$ cat src/rtl/mem_stage_pkg.sv
// Shared constants, FSM state type and EX/MEM payload for the memory stage.
package mem_stage_pkg;

  localparam logic [1:0] SIZE_BYTE = 2'b00;
  localparam logic [1:0] SIZE_HALF = 2'b01;
  localparam logic [1:0] SIZE_WORD = 2'b10;

  localparam logic [4:0] LINK_REG = 5'd31;

  localparam int unsigned STALL_CNT_W = 16;
  localparam int unsigned WAIT_CNT_W  = 16;

  typedef enum logic {
    RUN  = 1'b0,
    WAIT = 1'b1
  } state_t;

  typedef struct packed {
    logic        valid;
    logic [31:0] answer;
    logic [31:0] store_data;
    logic [4:0]  dest;
    logic        alink;
    logic [31:0] link_pc;
    logic        regwrite;
    logic        memread;
    logic        memwrite;
    logic        memtoreg;
    logic [1:0]  size;
    logic        uns;
  } exmem_t;

endpackage

$ cat src/rtl/mem_stage_if.sv
// Data-memory req/ack bus between the memory stage and the data memory.
interface mem_stage_if;

  logic        dm_req;
  logic        dm_we;
  logic [31:0] dm_addr;
  logic [31:0] dm_wdata;
  logic [3:0]  dm_be;
  logic [31:0] dm_rdata;
  logic        dm_ack;

  modport master (
    output dm_req, dm_we, dm_addr, dm_wdata, dm_be,
    input  dm_rdata, dm_ack
  );

  modport slave (
    input  dm_req, dm_we, dm_addr, dm_wdata, dm_be,
    output dm_rdata, dm_ack
  );

endinterface

$ cat src/rtl/mem_stage_ls_align.sv
// Load/store lane formatting: store replication and byte enables, load
// lane extraction with sign/zero extension, and misalignment detection.
module ls_align
  import mem_stage_pkg::*;
(
  input  logic [1:0]  offset,
  input  logic [1:0]  size,
  input  logic        uns,
  input  logic [31:0] store_data,
  input  logic [31:0] rdata,
  output logic [31:0] wdata_c,
  output logic [3:0]  be_c,
  output logic [31:0] load_c,
  output logic        misaligned_c
);

  logic [7:0]  byte_lane;
  logic [15:0] half_lane;

  // Pick the addressed byte and halfword out of the read word.
  always_comb begin
    byte_lane = rdata[7:0];
    case (offset)
      2'd0:    byte_lane = rdata[7:0];
      2'd1:    byte_lane = rdata[15:8];
      2'd2:    byte_lane = rdata[23:16];
      default: byte_lane = rdata[31:24];
    endcase
    half_lane = offset[1] ? rdata[31:16] : rdata[15:0];
  end

  // Size-dependent formatting; unknown size encodings behave as word.
  always_comb begin
    wdata_c      = store_data;
    be_c         = 4'b1111;
    load_c       = rdata;
    misaligned_c = 1'b0;
    case (size)
      SIZE_BYTE: begin
        wdata_c = {4{store_data[7:0]}};
        be_c    = 4'b0001 << offset;
        load_c  = uns ? {24'd0, byte_lane} : {{24{byte_lane[7]}}, byte_lane};
      end
      SIZE_HALF: begin
        wdata_c      = {2{store_data[15:0]}};
        be_c         = offset[1] ? 4'b1100 : 4'b0011;
        load_c       = uns ? {16'd0, half_lane} : {{16{half_lane[15]}}, half_lane};
        misaligned_c = offset[0];
      end
      SIZE_WORD: begin
        misaligned_c = |offset;
      end
      default: begin
        misaligned_c = |offset;
      end
    endcase
  end

endmodule

$ cat src/rtl/mem_stage.sv
// Memory stage: EX/MEM register, variable-latency data-memory access with
// timeout, load/store formatting, MEM/WB register and EX/MEM forwarding.
module mem_stage
  import mem_stage_pkg::*;
#(
  parameter int unsigned TIMEOUT  = 255,
  parameter int unsigned LINK_OFS = 8
) (
  input  logic                   clk,
  input  logic                   rst_n,
  input  logic                   ex_valid,
  input  logic [31:0]            ex_answer,
  input  logic [31:0]            ex_store_data,
  input  logic [4:0]             ex_dest,
  input  logic                   ex_alink,
  input  logic [31:0]            ex_link_pc,
  input  logic                   ex_regwrite,
  input  logic                   ex_memread,
  input  logic                   ex_memwrite,
  input  logic                   ex_memtoreg,
  input  logic [1:0]             ex_size,
  input  logic                   ex_unsigned,
  output logic                   stall_out,
  mem_stage_if.master            bus,
  output logic [4:0]             exmem_dest,
  output logic                   exmem_regwrite,
  output logic [31:0]            exmem_result,
  output logic                   wb_valid,
  output logic                   wb_regwrite,
  output logic [4:0]             wb_dest,
  output logic [31:0]            wb_data,
  output logic                   misalign,
  output logic                   bus_err,
  output logic [STALL_CNT_W-1:0] stall_cnt
);

  localparam logic [WAIT_CNT_W-1:0] TMO_LIM = WAIT_CNT_W'(TIMEOUT);

  // Elaboration-time parameter sanity.
  if (TIMEOUT < 1 || TIMEOUT > 65535) begin : g_bad_timeout
    $error("mem_stage: TIMEOUT must be in 1..65535");
  end
  if ((LINK_OFS % 4) != 0) begin : g_bad_link_ofs
    $error("mem_stage: LINK_OFS must be a whole number of instructions");
  end

  exmem_t                r;
  exmem_t                ex_in;
  state_t                state;
  logic [WAIT_CNT_W-1:0] wcnt;

  logic        is_mem;
  logic        mis;
  logic        go;
  logic        req;
  logic        tmo;
  logic        stall;
  logic        abort;
  logic [31:0] wdata_c;
  logic [3:0]  be_c;
  logic [31:0] load_c;
  logic [31:0] wb_next;

  ls_align u_align (
    .offset       (r.answer[1:0]),
    .size         (r.size),
    .uns          (r.uns),
    .store_data   (r.store_data),
    .rdata        (bus.dm_rdata),
    .wdata_c      (wdata_c),
    .be_c         (be_c),
    .load_c       (load_c),
    .misaligned_c (mis)
  );

  // Pack the EX-side inputs into the pipeline payload.
  always_comb begin
    ex_in            = '0;
    ex_in.valid      = ex_valid;
    ex_in.answer     = ex_answer;
    ex_in.store_data = ex_store_data;
    ex_in.dest       = ex_dest;
    ex_in.alink      = ex_alink;
    ex_in.link_pc    = ex_link_pc;
    ex_in.regwrite   = ex_regwrite;
    ex_in.memread    = ex_memread;
    ex_in.memwrite   = ex_memwrite;
    ex_in.memtoreg   = ex_memtoreg;
    ex_in.size       = ex_size;
    ex_in.uns        = ex_unsigned;
  end

  // Request, stall and abort decode; an ack in the timeout cycle wins.
  always_comb begin
    is_mem = r.valid & (r.memread | r.memwrite);
    go     = is_mem & ~mis;
    tmo    = (state == WAIT) && (wcnt >= TMO_LIM);
    req    = (state == WAIT) | go;
    stall  = 1'b0;
    abort  = 1'b0;
    case (state)
      RUN:  stall = go & ~bus.dm_ack;
      WAIT: begin
        stall = ~bus.dm_ack & ~tmo;
        abort = ~bus.dm_ack & tmo;
      end
      default: begin
        stall = 1'b0;
        abort = 1'b0;
      end
    endcase
  end

  // Write-back data selection: link address, then load data, then ALU result.
  always_comb begin
    wb_next = r.answer;
    if (r.alink) begin
      wb_next = r.link_pc;
    end else if (r.memtoreg) begin
      wb_next = load_c;
    end
  end

  // Bus drive is derived from the held EX/MEM entry so it stays stable while waiting.
  assign bus.dm_req   = req;
  assign bus.dm_we    = req & r.memwrite;
  assign bus.dm_addr  = req ? {r.answer[31:2], 2'b00} : 32'd0;
  assign bus.dm_wdata = (req & r.memwrite) ? wdata_c : 32'd0;
  assign bus.dm_be    = req ? be_c : 4'd0;
  assign stall_out    = stall;

  // Loads never forward from here; the hazard unit bubbles load-use instead.
  assign exmem_dest     = r.dest;
  assign exmem_regwrite = r.valid & r.regwrite & ~r.memread;
  assign exmem_result   = r.alink ? r.link_pc : r.answer;

  // Access FSM with wait-cycle counter.
  always_ff @(posedge clk or negedge rst_n) begin
    if (!rst_n) begin
      state <= RUN;
      wcnt  <= '0;
    end else begin
      case (state)
        RUN: begin
          if (go && !bus.dm_ack) begin
            state <= WAIT;
            wcnt  <= WAIT_CNT_W'(1);
          end
        end
        WAIT: begin
          if (bus.dm_ack || tmo) begin
            state <= RUN;
            wcnt  <= '0;
          end else begin
            wcnt <= wcnt + WAIT_CNT_W'(1);
          end
        end
        default: begin
          state <= RUN;
          wcnt  <= '0;
        end
      endcase
    end
  end

  // EX/MEM register advances whenever the stage is not stalled.
  always_ff @(posedge clk or negedge rst_n) begin
    if (!rst_n) begin
      r <= '0;
    end else if (!stall) begin
      r <= ex_in;
    end
  end

  // MEM/WB register; stall cycles insert a bubble.
  always_ff @(posedge clk or negedge rst_n) begin
    if (!rst_n) begin
      wb_valid    <= 1'b0;
      wb_regwrite <= 1'b0;
      wb_dest     <= 5'd0;
      wb_data     <= 32'd0;
    end else if (stall) begin
      wb_valid    <= 1'b0;
      wb_regwrite <= 1'b0;
      wb_dest     <= 5'd0;
      wb_data     <= 32'd0;
    end else begin
      wb_valid    <= r.valid;
      wb_regwrite <= r.valid & r.regwrite & ~(is_mem & mis) & ~abort;
      wb_dest     <= r.dest;
      wb_data     <= wb_next;
    end
  end

  // Status: misalign pulse, sticky timeout flag, saturating stall counter.
  always_ff @(posedge clk or negedge rst_n) begin
    if (!rst_n) begin
      misalign  <= 1'b0;
      bus_err   <= 1'b0;
      stall_cnt <= '0;
    end else begin
      misalign <= ~stall & is_mem & mis;
      if (abort) begin
        bus_err <= 1'b1;
      end
      if (stall && (stall_cnt != '1)) begin
        stall_cnt <= stall_cnt + STALL_CNT_W'(1);
      end
    end
  end

endmodule

$ cat src/flat_wrapper.sv
// flat-port wrapper written by rule: the top's interface ports become plain ports
module mem_stage_flat import mem_stage_pkg::*;
#(
  parameter int unsigned TIMEOUT  = 255,
  parameter int unsigned LINK_OFS = 8
)
  (clk, rst_n, ex_valid, ex_answer, ex_store_data, ex_dest, ex_alink, ex_link_pc, ex_regwrite, ex_memread, ex_memwrite, ex_memtoreg, ex_size, ex_unsigned, stall_out, exmem_dest, exmem_regwrite, exmem_result, wb_valid, wb_regwrite, wb_dest, wb_data, misalign, bus_err, stall_cnt, bus_dm_req, bus_dm_we, bus_dm_addr, bus_dm_wdata, bus_dm_be, bus_dm_rdata, bus_dm_ack);
  mem_stage_if bus_i ();
  input  logic clk;
  input  logic rst_n;
  input  logic ex_valid;
  input  logic [31:0] ex_answer;
  input  logic [31:0] ex_store_data;
  input  logic [4:0] ex_dest;
  input  logic ex_alink;
  input  logic [31:0] ex_link_pc;
  input  logic ex_regwrite;
  input  logic ex_memread;
  input  logic ex_memwrite;
  input  logic ex_memtoreg;
  input  logic [1:0] ex_size;
  input  logic ex_unsigned;
  output logic stall_out;
  output logic [4:0] exmem_dest;
  output logic exmem_regwrite;
  output logic [31:0] exmem_result;
  output logic wb_valid;
  output logic wb_regwrite;
  output logic [4:0] wb_dest;
  output logic [31:0] wb_data;
  output logic misalign;
  output logic bus_err;
  output logic [STALL_CNT_W-1:0] stall_cnt;
  output wire logic [$bits(bus_i.dm_req)-1:0] bus_dm_req;
  output wire logic [$bits(bus_i.dm_we)-1:0] bus_dm_we;
  output wire logic [$bits(bus_i.dm_addr)-1:0] bus_dm_addr;
  output wire logic [$bits(bus_i.dm_wdata)-1:0] bus_dm_wdata;
  output wire logic [$bits(bus_i.dm_be)-1:0] bus_dm_be;
  input wire logic [$bits(bus_i.dm_rdata)-1:0] bus_dm_rdata;
  input wire logic [$bits(bus_i.dm_ack)-1:0] bus_dm_ack;
  assign bus_dm_req = bus_i.dm_req;
  assign bus_dm_we = bus_i.dm_we;
  assign bus_dm_addr = bus_i.dm_addr;
  assign bus_dm_wdata = bus_i.dm_wdata;
  assign bus_dm_be = bus_i.dm_be;
  assign bus_i.dm_rdata = bus_dm_rdata;
  assign bus_i.dm_ack = bus_dm_ack;
  mem_stage #(.TIMEOUT(TIMEOUT), .LINK_OFS(LINK_OFS)) u_core (.clk(clk), .rst_n(rst_n), .ex_valid(ex_valid), .ex_answer(ex_answer), .ex_store_data(ex_store_data), .ex_dest(ex_dest), .ex_alink(ex_alink), .ex_link_pc(ex_link_pc), .ex_regwrite(ex_regwrite), .ex_memread(ex_memread), .ex_memwrite(ex_memwrite), .ex_memtoreg(ex_memtoreg), .ex_size(ex_size), .ex_unsigned(ex_unsigned), .stall_out(stall_out), .bus(bus_i), .exmem_dest(exmem_dest), .exmem_regwrite(exmem_regwrite), .exmem_result(exmem_result), .wb_valid(wb_valid), .wb_regwrite(wb_regwrite), .wb_dest(wb_dest), .wb_data(wb_data), .misalign(misalign), .bus_err(bus_err), .stall_cnt(stall_cnt));
endmodule
$ cat config.mk
export PLATFORM = sky130hd
export DESIGN_NAME = mem_stage_flat
export DESIGN_NICKNAME = d
export VERILOG_FILES = /design/src/rtl/mem_stage_pkg.sv /design/src/rtl/mem_stage_if.sv /design/src/rtl/mem_stage_ls_align.sv /design/src/rtl/mem_stage.sv /design/src/flat_wrapper.sv
export SDC_FILE = /design/constraint.sdc
export NUM_CORES = 1
export LEC_CHECK = 0
export ABC_AREA = 0
export CAP_MARGIN = 15
export CORE_MARGIN = 2
export CORE_UTILIZATION = 31
export DETAILED_ROUTE_END_ITERATION = 7
export PLACE_DENSITY = 0.64
export SYNTH_ARGS = -nofsm -noshare
export SYNTH_HDL_FRONTEND = slang
export SYNTH_HIERARCHICAL = 1
export SYNTH_SLANG_ARGS = --single-unit
$ cat constraint.sdc
create_clock -name clk -period 2.5 [get_ports clk]
set_input_delay 0.5 -clock clk [delete_from_list [all_inputs] [get_ports clk]]
set_output_delay 0.5 -clock clk [all_outputs]
set_load 0.02 [all_outputs]
==> results by group, run 1 <==
Run status
  • Status: completed

Timing
  • Max Slew Vio Count: 0
  • Worst Max-Slew Pin Slew: 0.505 ns
  • Crit path time final: 2.50 ns
  • Final hold vios: 0
  • Max-slew headroom: 0.661
  • Final Setup Violations: 0
  • Final worst-path cycle share: 0.999
  • Setup TNS: 0 ns
  • Hold slack: 0.0249 ns
  • Clock skew: 0.0146 ns
  • RSZ-0062 raised after global routing: yes
  • Fmax achieved: 400 MHz

CTS
  • CTS sink count: 184
  • Latest clock arrival within the worst-skew pair: 0.43 ns
  • TritonCTS buffer count: 17
  • TritonCTS clock tree: yes
  • Clk buf depth: 2
  • Clock-pin slew on the worst setup and hold paths: 0.07 ns
  • CTS root buffer: clkbuf_16
  • CTS H-Tree Depth: 4
  • CTS Hold Bufs: 0

Setup path
  • CP arrival: 2.00 ns
  • CP max stage delay: 0.38 ns
  • Reg-to-reg endpoint: u_core/r[12]$_DFFE_PN0N_
  • CP endpoint kind: primary output
  • Crit path max fanout: 31
  • Slowest stage cell, crit path: dfrtp_1
  • WS Path Type: reg2out
  • R2R depth: 9
  • FF-to-FF setup slack: 0.19 ns
  • Crit start category: flip-flop
  • CP required: 2.00 ns
  • FF-to-FF Start: u_core/r[2]$_DFFE_PN0N_
  • Critical Path, Cell by Cell: or2_2 -> a31oi_4 -> inv_4 -> buf_12 -> and2_2 -> buf_2

Synth
  • Synth Area in Compound Gates: 0.0854
  • Post-synthesis sequential area ratio: 0.473
  • Simple-gate share of the synthesized area: 0.130
  • Post-Syn Instances: 877
  • Yosys warns: 6
  • Synth async-reset ratio: 1.00
  • Largest family of logic cells by synthesized area: multiplexers
  • Post-synthesis mux area share: 0.243
  • Cell taking the most area after synthesis: dfrtp_1
  • Synth top area share: 0.473
  • Commonest cells in the netlist: dfrtp_1, mux2_1, nor2_1, a21oi_1, mux2_2
  • Most frequent cell after synthesis: dfrtp_1
  • Mean post-synth cell area: 11.1 µm²
  • Main flop type after synthesis: dfrtp_1
  • Adder-cell share of the synthesized area: 0.00257
  • Ranking of synthesized cells by area: dfrtp_1, mux2_1, mux2_2
  • Netlist Area Pre-Place: 9740 µm²
  • #FFs+latches synth: 184
  • EDFF count, synth: 0
  • Unique masters post-synth: 54
  • Synth Area in XOR/XNOR: 0.0108

Die
  • Die ar.: 32900 µm²
  • Die width: 181 µm
  • Row Count: 64
  • Number of I/O pins: 311
  • Core area: 30700 µm²
  • Starting density of the core: 0.317
  • Chip height: 181 µm

Finish
  • Area Overhead vs Synth: 42.1%
  • Finished Core Util: 0.450
  • Post-route cell area: 13800 µm²
  • Share of cells above drive strength 1: 0.215
  • FILL cells: 2957
  • Non-filler cells, final: 1597
  • Final net count: 1332

Power and ir drop
  • Pwr/cell area: 773 nW/µm²
  • Lkg Pwr: 6.19 nW
  • Maximum VDD drop: 0.517 mV

GRT
  • Largest net degree at the start of global routing: 57
  • Global route total overflow: 0
  • First-pass GRT wire length: 47.7 mm
  • Number of global-route vias before repair: 8068
  • All-Layer GR Usage: 0.186
  • Initial antenna violation count: 3

Flow run
  • Max cap viols: 0

Placed design
  • Placed Cells: 1553
  • DP Area: 13400 µm²
  • I/O Buffers: 308
  • Placer congestion estimate: 0.911
  • Post-DP HPWL: 22.3 mm

Detailed routing
  • Vias: 7895
  • DRT Pass-1 Iters: 4
  • WL per Instance: 19.3 µm
  • Number of remaining DRC errors: 0
  • 1st-iter DRT viols: 412
  • Final wirelength: 30.9 mm
  • Post-DRT Antenna Nets: 0
  • Vias per inst: 4.94

Worst hold path
  • Path category of the worst min-delay check: in2async
## stage by stage
| step | worst slack, ns | power, mW |
|---|---|---|
| after global routing | -0.0999 | 11.3 |
| after CTS | -0.0193 | 10.8 |
| final | 0.00191 | 10.7 |
| after global placement | 0.00976 | 8.11 |
| after detailed placement | 0.00351 | 8.15 |
| after floorplan | 0.00488 | 6.19 |
## report_power, final
| part | leakage (nW) | switching (mW) | internal (mW) | total (mW) |
|---|---|---|---|---|
| clock network | 0.289 | 1.32 | 1.43 | 2.74 |
| registers | 2.24 | 0.375 | 3.46 | 3.83 |
| logic | 3.67 | 2.16 | 1.97 | 4.13 |
## cells in the final DEF (no fill, tap or decap), types with 32 or more instances in the layout
| cell | count |
|---|---|
| buf_4 | 62 |
| nor2_1 | 86 |
| mux2_1 | 103 |
| mux2i_1 | 44 |
| a21oi_1 | 65 |
| mux2_2 | 59 |
| dfrtp_1 | 181 |
| and3_1 | 39 |
| clkdlybuf4s50_1 | 206 |
| buf_2 | 44 |
| dlygate4sd2_1 | 32 |
## state kept, by name (all words and copies together), names as in the netlist
name,flops
u_core/wb_regwrite,1
u_core/wb_valid,1
u_core/stall_cnt,16
u_core/wb_dest,5
u_core/r,105
u_core/wb_data,32
u_core/exmem_dest,5
u_core/state,1
u_core/wcnt,16
u_core/bus_err,1
u_core/misalign,1
## what timing repair did
item	in CTS	in global routing
setup endpoints to repair	99	72
pin swaps	2	1
gates resized for setup	313	31
setup buffers	6	1
gates cloned	1	1
## logic make-up (layout without fill, tap and decap cells)
| logic type | after synthesis | count (layout) |
|---|---|---|
| simple gates | 245 | 245 |
| mux | 210 | 210 |
| flops | 184 | 184 |
| compound gates | 132 | 132 |
| buf+inv | 91 | 411 |
| xor+xnor | 12 | 12 |
| fa+ha+maj | 2 | 2 |
| other cells | 1 | 5 |
## worst max-delay path, delay by kind of cell, from the launching register on
kind	cells	cell delay [ns]
AO/OA/AOI/OAI	1	0.22
buffers and inverters	3	0.40
flip-flops	1	0.38
AND/OR/NAND/NOR	2	0.54
## worst max-delay path by stage
stage / from / endpoint / depth (start not counted)
finish: u_core/r[4]$_DFFE_PN0N_ / bus_dm_addr[25] / 6
detailed placement: u_core/r[2]$_DFFE_PN0N_ / bus_dm_wdata[8] / 5
floorplan: u_core/r[2]$_DFFE_PN0N_ / stall_out / 11
global placement: u_core/r[2]$_DFFE_PN0N_ / bus_dm_wdata[8] / 5
CTS: u_core/r[2]$_DFFE_PN0N_ / stall_out / 8
global route: u_core/r[77]$_DFFE_PN0N_ / bus_dm_addr[25] / 8
## layout make-up
cell class | instances | area (µm²) | area share
well taps | 396 | 495 | 0.0358
flip-flops and latches | 184 | 4610 | 0.333
diodes | 3 | 7.51 | 0.000542
repair buffers | 364 | 3410 | 0.246
inverters | 15 | 58.8 | 0.00425
clock inverters | 14 | 155 | 0.0112
multi-input cells | 603 | 4680 | 0.338
clock buffers | 18 | 429 | 0.0310
## routing by layer
layer	track usage	share of wire
met5	0	0
met4	0.0602	0.023
met3	0.0347	0.040
met2	0.305	0.48
met1	0.248	0.46
Note: power is estimated with default switching activity, not from simulation.
==> inputs of run 2 (changes only) <==
--- a/config.mk
+++ b/config.mk
@@ -10,6 +10,7 @@
 export CORE_MARGIN = 2
 export CORE_UTILIZATION = 31
 export DETAILED_ROUTE_END_ITERATION = 7
+export GPL_TIMING_DRIVEN = 0
 export PLACE_DENSITY = 0.64
 export SYNTH_ARGS = -nofsm -noshare
 export SYNTH_HDL_FRONTEND = slang
==> run 2 against run 1 <==
Against the previous run:
- the run now ends with setup timing left
- clock-buffer cell count unchanged
- cell count up 3.6%
- global-route usage up 2.3 points
- sequential power about the same
- clock power up 7%
- first-iteration DRC count up 18%
- sequential share of layout area down 2.4 points
- worst hold slack better by 0.017 ns
- setup slack worse by 0.27 ns
- clock skew down 0.00086 ns
- total power up 9.6%
- critical path type unchanged
- largest cell class unchanged
==> results by group, run 2 (same netlist as run 1, synthesis figures left out) <==
Timing
  • RSZ-0062 raised after global routing: yes
  • Max-slew headroom: 0.471
  • Worst Max-Slew Pin Slew: 0.787 ns
  • Fmax achieved: 361 MHz
  • Final hold vios: 0
  • Final Setup Violations: 68
  • Crit path time final: 2.77 ns
  • Clock skew: 0.0138 ns
  • Min setup slack post-route: -0.271 ns
  • Max Slew Vio Count: 0
  • Final worst-path cycle share: 1.11

CTS
  • Latest clock arrival within the worst-skew pair: 0.44 ns
  • CTS H-Tree Depth: 4
  • Clock-pin slew on the worst setup and hold paths: 0.07 ns
  • TritonCTS buffer count: 17
  • Clk buf depth: 2
  • CTS root buffer: clkbuf_16
  • CTS Hold Bufs: 0
  • TritonCTS clock tree: yes
  • CTS sink count: 184

Die
  • Starting density of the core: 0.317
  • Die width: 181 µm
  • Die ar.: 32900 µm²
  • Core area: 30700 µm²
  • Number of I/O pins: 311
  • Row Count: 64
  • Chip height: 181 µm

Setup path
  • Crit start category: flip-flop
  • Crit path max fanout: 4
  • Critical Path Source: u_core/r[2]$_DFFE_PN0N_
  • CP required: 2.00 ns
  • Critical Path, Cell by Cell: buf_12 -> buf_8 -> a21oi_4 -> nor2_4 -> inv_2 -> a31oi_4 -> buf_6 -> a211oi_4 -> buf_6 -> buf_12 -> buf_8
  • Number of buffers and inverters on the critical path: 7
  • CP arrival: 2.27 ns
  • Reg-to-reg endpoint: u_core/r[15]$_DFFE_PN0N_
  • CP max stage delay: 0.45 ns
  • FF-to-FF Start: u_core/r[2]$_DFFE_PN0N_
  • Slowest stage cell, crit path: dfrtp_2
  • FF-to-FF setup slack: 0.09 ns
  • R2R depth: 12
  • WS Path Type: reg2out
  • CP endpoint kind: primary output
  • Critical path's top delay family: buffers and inverters

Placed design
  • Placer congestion estimate: 0.910
  • Post-DP HPWL: 25.1 mm
  • I/O Buffers: 308
  • Placed Cells: 1583

GRT
  • All-Layer GR Usage: 0.209
  • Number of global-route vias before repair: 8505
  • Largest net degree at the start of global routing: 100
  • First-pass GRT wire length: 52.2 mm
  • Global route total overflow: 0
  • Initial antenna violation count: 8

Finish
  • Area of the multi-input gates: 4820 µm²
  • Share of cells above drive strength 1: 0.263
  • Area Overhead vs Synth: 53.0%
  • FILL cells: 2906
  • Final net count: 1384
  • Non-filler cells, final: 1654
  • Reg area: 4610 µm²
  • Largest register FFs: 105
  • Most common cell after layout, fill and taps aside: clkdlybuf4s50_1
  • Commonest non-fill, non-tap cells in the layout: clkdlybuf4s50_1, dfrtp_1, mux2_1
  • Top flop regs: u_core/r (105), u_core/wb_data (32)
  • Most flop-heavy register: u_core/r

Detailed routing
  • 1st-iter DRT viols: 487
  • Final wirelength: 35.2 mm
  • WL per Instance: 21.3 µm
  • Post-DRT Antenna Nets: 0
  • DRT Pass-1 Iters: 7
  • Number of remaining DRC errors: 0
  • Vias per inst: 4.99
  • Vias: 8261

Power and ir drop
  • Lkg Pwr: 6.61 nW
  • Pwr/cell area: 787 nW/µm²
  • Tot Pwr: 11.7 mW
  • Maximum VDD drop: 0.512 mV

Run status
  • Status: finished with violations
  • Failing checks: setup timing

Worst hold path
  • Path category of the worst min-delay check: in2async

Flow run
  • Max cap viols: 0
[run 2: cell types whose count changed in the layout (fill, tap and decap cells not counted), moves of 10 or more]
cell	before	now
and2_2	20	0
and3_4	2	13
and3_1	39	28
buf_8	0	10
buf_2	44	23
clkbuf_16	18	28
buf_4	62	38
and2_4	0	29
clkbuf_1	1	18
mux2_1	103	93
buf_6	2	51
mux2_4	0	10
[run 2: power by group]
group          switching, mW  internal, mW  total, mW  leakage [nW]
combinational           2.44          2.52       4.96          4.07
clock                   1.38          1.56       2.93         0.308
sequential             0.393          3.46       3.85          2.23
total                   4.21          7.53       11.7          6.61
[run 2: timing repair]
item,in CTS,in global routing
buffers inserted,21,6
cloned,5,4
pin swaps,7,4
endpoints found under the hold margin,0,0
setup endpoints to repair,259,196
resized for setup,526,47
[run 2: cell type report]
| class | count | area share |
|---|---|---|
| Clock buffer | 18 | 0.0294 |
| Timing Repair Buffer | 344 | 0.232 |
| Inverter | 15 | 0.00436 |
| Clock inverter | 14 | 0.0124 |
| Tap cell | 396 | 0.0332 |
| Antenna cell | 8 | 0.00134 |
| Sequential cell | 184 | 0.309 |
| Multi-Input combinational cell | 603 | 0.324 |
| Buffer | 72 | 0.0545 |
[run 2: worst reg2reg max path: stages, from the launching register on]
cell       delay (ns)
dfrtp_2          0.45
buf_12           0.14
buf_8            0.11
a21oi_4          0.13
nor2_4           0.05
inv_2            0.06
a31oi_4          0.11
buf_6            0.16
a211oi_4         0.26
buf_6            0.17
clkbuf_16        0.18
buf_12           0.15
mux2_1           0.34
[run 2: routing by layer]
layer	GRT usage	routed length [µm]	up-vias
met5	0	0	-
met2	0.346	17300	268
met1	0.274	15500	4130
li1	-	-	3821
met3	0.0367	1670	42
met4	0.0800	829	0
[run 2: worst max-delay path by stage]
stage                                     to  cells after the start
floorplan                          stall_out                     11
global placement    u_core/r[26]$_DFFE_PN0N_                      1
detailed placement            bus_dm_addr[8]                     12
CTS                           bus_dm_addr[6]                     12
global route                       stall_out                     11
finish                             stall_out                     11
[run 2: per-stage QoR]
stage / setup TNS, ns / setup slack (ns) / util / cell area, µm² / hold slack, ns
after global routing: -19.44 / -0.379 / 0.485 / 14900 / 0.0836
after floorplan: 0 / 0.00488 / - / 9780 / 0.204
after detailed placement: -112.22 / -1.45 / 0.436 / 13400 / 0.478
after global placement: -1409.25 / -7.15 / 0.435 / 13400 / 0.470
after CTS: -19.28 / -0.375 / 0.475 / 14600 / 0.0762
final: -12.08 / -0.271 / 0.485 / 14900 / 0.0419
